$ cat config.mk
export PLATFORM = sky130hd
export DESIGN_NAME = load_store_unit
export DESIGN_NICKNAME = d
export VERILOG_FILES = /design/src/rtl/load_store_unit.sv
export SDC_FILE = /design/constraint.sdc
export NUM_CORES = 1
export LEC_CHECK = 0
export CORE_ASPECT_RATIO = 1.75
export CORE_MARGIN = 2
export CORE_UTILIZATION = 40
export CTS_BUF_LIST = sky130_fd_sc_hd__clkbuf_8 sky130_fd_sc_hd__clkbuf_16
export CTS_CLUSTER_DIAMETER = 40
export DETAILED_ROUTE_END_ITERATION = 10
export PLACE_DENSITY_LB_ADDON = 0.05
export SYNTH_ARGS = -nofsm -noshare
export SYNTH_HDL_FRONTEND = slang
export SYNTH_SLANG_ARGS = --single-unit
export TNS_END_PERCENT = 10
$ cat constraint.sdc
create_clock -name clk -period 3.65 [get_ports clk]
set_input_delay 0.73 -clock clk [delete_from_list [all_inputs] [get_ports clk]]
set_output_delay 0.73 -clock clk [all_outputs]
set_load 0.05 [all_outputs]
$ cat src/rtl/load_store_unit.sv
// RV32I load/store stage: captures an ALU-addressed access, runs a req/gnt/rvalid
// transaction to data memory and returns an extended load result or store completion.
module load_store_unit #(
    parameter int ADDR_W = 32
) (
    input  logic              clk,
    input  logic              rst,
    input  logic              req_valid,
    output logic              req_ready,
    input  logic              req_we,
    input  logic [2:0]        req_funct3,
    input  logic [ADDR_W-1:0] req_addr,
    input  logic [31:0]       req_wdata,
    input  logic [4:0]        req_rd,
    output logic              resp_valid,
    output logic [4:0]        resp_rd,
    output logic [31:0]       resp_data,
    output logic              resp_err,
    output logic              busy,
    output logic              mem_req,
    output logic              mem_we,
    output logic [ADDR_W-1:0] mem_addr,
    output logic [3:0]        mem_be,
    output logic [31:0]       mem_wdata,
    input  logic              mem_gnt,
    input  logic              mem_rvalid,
    input  logic [31:0]       mem_rdata
);

    typedef enum logic [1:0] {IDLE, REQ, WAIT, RESP} state_t;

    state_t            state_q, state_d;
    logic              we_q, we_d;
    logic [2:0]        f3_q, f3_d;
    logic [ADDR_W-1:0] addr_q, addr_d;
    logic [31:0]       wdata_q, wdata_d;
    logic [4:0]        rd_q, rd_d;
    logic              err_q, err_d;
    logic [31:0]       data_q, data_d;

    logic              illegal;
    logic [1:0]        off;
    logic [31:0]       shifted;
    logic [31:0]       load_ext;
    logic [31:0]       st_wdata;
    logic [3:0]        st_be;

    // Decode legality directly from the request so errors bypass memory entirely.
    always_comb begin
        illegal = 1'b0;
        case (req_funct3)
            3'b000:  illegal = 1'b0;
            3'b001:  illegal = req_addr[0];
            3'b010:  illegal = |req_addr[1:0];
            3'b100:  illegal = req_we;
            3'b101:  illegal = req_we | req_addr[0];
            default: illegal = 1'b1;
        endcase
    end

    assign off     = addr_q[1:0];
    assign shifted = mem_rdata >> {off, 3'b000};

    always_comb begin
        load_ext = shifted;
        case (f3_q)
            3'b000:  load_ext = {{24{shifted[7]}}, shifted[7:0]};
            3'b001:  load_ext = {{16{shifted[15]}}, shifted[15:0]};
            3'b100:  load_ext = {24'd0, shifted[7:0]};
            3'b101:  load_ext = {16'd0, shifted[15:0]};
            default: load_ext = shifted;
        endcase
    end

    always_comb begin
        st_wdata = wdata_q;
        st_be    = 4'b1111;
        if (we_q) begin
            case (f3_q[1:0])
                2'b00: begin
                    st_wdata = {4{wdata_q[7:0]}};
                    st_be    = 4'b0001 << off;
                end
                2'b01: begin
                    st_wdata = {2{wdata_q[15:0]}};
                    st_be    = 4'b0011 << off;
                end
                default: begin
                    st_wdata = wdata_q;
                    st_be    = 4'b1111;
                end
            endcase
        end
    end

    always_comb begin
        state_d = state_q;
        we_d    = we_q;
        f3_d    = f3_q;
        addr_d  = addr_q;
        wdata_d = wdata_q;
        rd_d    = rd_q;
        err_d   = err_q;
        data_d  = data_q;
        case (state_q)
            IDLE: begin
                if (req_valid) begin
                    we_d    = req_we;
                    f3_d    = req_funct3;
                    addr_d  = req_addr;
                    wdata_d = req_wdata;
                    rd_d    = req_rd;
                    err_d   = illegal;
                    data_d  = 32'd0;
                    state_d = illegal ? RESP : REQ;
                end
            end
            REQ: begin
                if (mem_gnt) state_d = WAIT;
            end
            WAIT: begin
                if (mem_rvalid) begin
                    data_d  = we_q ? 32'd0 : load_ext;
                    state_d = RESP;
                end
            end
            RESP: state_d = IDLE;
            default: state_d = IDLE;
        endcase
    end

    always_ff @(posedge clk or posedge rst) begin
        if (rst) begin
            state_q <= IDLE;
            we_q    <= 1'b0;
            f3_q    <= 3'd0;
            addr_q  <= '0;
            wdata_q <= 32'd0;
            rd_q    <= 5'd0;
            err_q   <= 1'b0;
            data_q  <= 32'd0;
        end else begin
            state_q <= state_d;
            we_q    <= we_d;
            f3_q    <= f3_d;
            addr_q  <= addr_d;
            wdata_q <= wdata_d;
            rd_q    <= rd_d;
            err_q   <= err_d;
            data_q  <= data_d;
        end
    end

    // Memory and response buses read zero outside their own states.
    assign req_ready  = (state_q == IDLE);
    assign busy       = (state_q != IDLE);
    assign mem_req    = (state_q == REQ);
    assign mem_we     = mem_req & we_q;
    assign mem_addr   = mem_req ? {addr_q[ADDR_W-1:2], 2'b00} : '0;
    assign mem_be     = mem_req ? st_be : 4'd0;
    assign mem_wdata  = (mem_req && we_q) ? st_wdata : 32'd0;
    assign resp_valid = (state_q == RESP);
    assign resp_rd    = resp_valid ? rd_q : 5'd0;
    assign resp_data  = resp_valid ? data_q : 32'd0;
    assign resp_err   = resp_valid & err_q;

endmodule

==> flow_metrics.env <==
export IMPL_status="finished clean"
export IMPL_crit_reg2reg_capture="data_q[24]"
export IMPL_synth_edf_count=0
export IMPL_fin_setup_tns_ps=0
export IMPL_clockPowerShare_pct=13.0
export IMPL_worst_path_largest_cell_delay_ps=800
export IMPL_fillCellCount=1210
export IMPL_io_pin_count=221
export IMPL_grt_first_pass_wirelength_mm=26.77
export IMPL_ctsResizeCount=0
export IMPL_core_outline_area_um2=13910
export IMPL_hold_start="err_q"
export IMPL_synth_yosys_seq_area_share_pct=47.57
export IMPL_final_setup_viol_count=0
export IMPL_detailedRoute_firstIterationViolations=181
export IMPL_first_pass_iters=4
export IMPL_hpwl_after_detailed_placement_mm=12.99
export IMPL_ant_nets=0
export IMPL_synthesis_area_um2=5682
export IMPL_ctsHtreeMaxLevel=3
export IMPL_placedInstanceArea_um2=8274
export IMPL_final_net_count=831
export IMPL_layout_cells_non_filler=899
export IMPL_number_of_buffers_added_to_fix_hold_violations_after_cts=0
export IMPL_power_static_leakage_nw=3.644
export IMPL_worstPathMaxFanout=41
export IMPL_power_density_nw_per_um2=869.6
export IMPL_syn_to_final_growth_pct=50.78
export IMPL_via_density=5.275
export IMPL_cp_slowest_cell="clkdlybuf4s50_1"
export IMPL_finalHoldWorstSlack_ps=479.6
export IMPL_end_kind="primary output"
export IMPL_cts_root_buf="clkbuf_16"
export IMPL_timing_hold_violations_final=0
export IMPL_place_gp_congestion=0.8963
export IMPL_arrival_ps=2390
export IMPL_per_instance_average_area_after_synthesis_um2=10.93
export IMPL_grt_setup_unrepaired="false"
export IMPL_synth_top_cell_area_share_pct=47.57
export IMPL_achievable_frequency_ghz=0.3207
export IMPL_postSynthRegisterBits=108
export IMPL_design_area_um2=8567
export IMPL_die_width_um=94.09
export IMPL_final_critical_path_setup_slack_ps=531.5
export IMPL_vdd_drop_max_mv=0.4359
export IMPL_route_vias_total=4742
export IMPL_grt_max_degree=76
export IMPL_power_mw=7.450
export IMPL_synth_async_reset_ratio_pct=100.0
export IMPL_layout_area_seq_um2=2703
export IMPL_place_port_buffers=218
export IMPL_timing_worst_setup_path_type="flip-flop to primary output"
export IMPL_netlist_instances=520
export IMPL_yosys_top_cells_area="dfrtp_1 (48%), mux2_2 (16%), and2_1 (7.5%)"
export IMPL_initial_utilization_pct=40.85
export IMPL_insertion_delay_ps=350
export IMPL_critical_path_endpoint="mem_wdata[7]"
export IMPL_postLayoutCoreUtil_pct=61.60
export IMPL_commonest_register_cell_after_synthesis="dfrtp_1"
export IMPL_final_min_period_over_clock_period_pct=85.44
export IMPL_placed_cells=883
export IMPL_core_rowCount=57
export IMPL_grt_total_usage_pct=22.99
export IMPL_path_depth=5
export IMPL_cell_internal_pwr_mw=4.082
export IMPL_rrSetupSlack_ps=1170
export IMPL_grt_overflow_total=0
export IMPL_synthDominantAreaCellType="dfrtp_1"
export IMPL_required_ps=2920
export IMPL_power_combinational_fraction_pct=56.9
export IMPL_detail_route_wirelength_mm=17.32
export IMPL_crit_reg2reg_launch="state_q[0]"
export IMPL_fin_skew_ps=9.733
export IMPL_tightest_slew_ps=1001
export IMPL_synth_common_cells="dfrtp_1 (108), mux2_2 (81), and2_1 (68)"
export IMPL_startpoint_class_of_the_critical_path="flip-flop"
export IMPL_cts_tree="built"
export IMPL_die_area_um2=15210
export IMPL_holdCritPathClass="flip-flop to flip-flop"
export IMPL_insertedDiodeCount=0
export IMPL_tritoncts_num_buffers=9
export IMPL_numClockSinks=108
export IMPL_worstSetupStartpoint="state_q[1]"
export IMPL_detail_route_drc_violations=0
export IMPL_timing_critical_path_cells="inv_1 > ha_1 > buf_4 > and3_1 > clkdlybuf4s50_1"
export IMPL_period_needed_ps=3118
export IMPL_share_of_cells_above_drive_strength_1_pct=21.88
export IMPL_place_worst_setup_slack_ps=764.8
export IMPL_antenna_found_initial=0
export IMPL_clk_transition_reported_paths_ps=80
export IMPL_post_cts_setup_buffer_count=0
export IMPL_timing_final_max_slew_violations=0
export IMPL_max_clock_path_buffers=2
export IMPL_multiInputGateArea_um2=2771
export IMPL_share_seq_of_total_power_pct=30.2
export IMPL_worst_path_buf_inv=3
export IMPL_synth_cell_types=39
export IMPL_yosysWarningCount=0
export IMPL_grt_pass1_vias=5030
export IMPL_cpLargestDelayFamily="buffers and inverters"
export IMPL_max_cap_violations=0
export IMPL_worst_slew_margin_rel_pct=33.26
export IMPL_drt_wirelength_per_cell_um=19.26
export IMPL_dieHeight_um=161.7
export IMPL_synth_most_common_cell="dfrtp_1"
export IMPL_net_switching_power_mw=3.368
export IMPL_netSwitchingFraction_pct=45.20
export IMPL_worst_r2r_cell_count=6
cell type report:
type / count / share of cell area, %
clock inverter: 6 / 0.6280
inverter: 9 / 0.4235
sequential: 108 / 31.55
timing repair buffer: 229 / 29.68
clock buffer: 10 / 2.790
multi-input combinational: 360 / 32.35
tap: 177 / 2.585
worst min-delay path, stage by stage (launching register included):
cell     delay (ps)
dfrtp_1         340
nand2_1          50
o21ai_0          60
metal layers:
metal	up-vias	track usage (%)	part of all wire, %
met3	38	4.545	5.8
met4	0	12.45	4.9
li1	2212	-	-
met2	182	41.62	54
met5	-	0	0
met1	2310	24.53	36
sequential cells by signal (all words and copies together), names as in the netlist:
| register | count |
|---|---|
| we_q | 1 |
| rd_q | 5 |
| wdata_q | 32 |
| data_q | 32 |
| state_q | 2 |
| addr_q | 32 |
| err_q | 1 |
| f3_q | 3 |
worst min path at each step:
| stage | endpoint | cells past startpoint |
|---|---|---|
| finish | err_q | 2 |
| global route | data_q[6] | 1 |
| global placement | err_q | 2 |
| detailed placement | data_q[11] | 1 |
| floorplan | err_q | 2 |
| CTS | err_q | 2 |
placed cells by master (no fill, tap or decap), drive strengths merged, types with 2 or more instances in the layout:
master,n
nor2,26
nand3b,8
mux2,81
ha,4
o2bb2ai,16
conb,2
buf,40
nor2b,2
nand2,36
a211oi,7
clkinv,3
and3,8
a21oi,34
clkbuf,10
clkdlybuf4s50,189
o21ai,13
a221o,17
dfrtp,108
mux2i,25
inv,12
and2,68
power by group through the flow:
| stage | sequential [mW] | combinational (mW) | clock, mW |
|---|---|---|---|
| after global routing | 2.33 | 4.50 | 1.03 |
| final | 2.25 | 4.24 | 0.965 |
| after floorplan | 2.02 | 3.00 | 0 |
| after global placement | 2.24 | 4.21 | 0 |
| after CTS | 2.25 | 4.29 | 0.990 |
| after detailed placement | 2.27 | 4.27 | 0 |
kinds of logic after synthesis:
kind of cell,Yosys count,share of synthesized area [%]
AOI/OAI and AO/OA,93,11.61
adders and majority gates,4,0.8809
buffers and inverters,53,3.964
DFF,108,47.57
muxes,107,20.85
other,1,0.06600
and+or+nand+nor,154,15.06
Power figures use the tool's default switching activity.
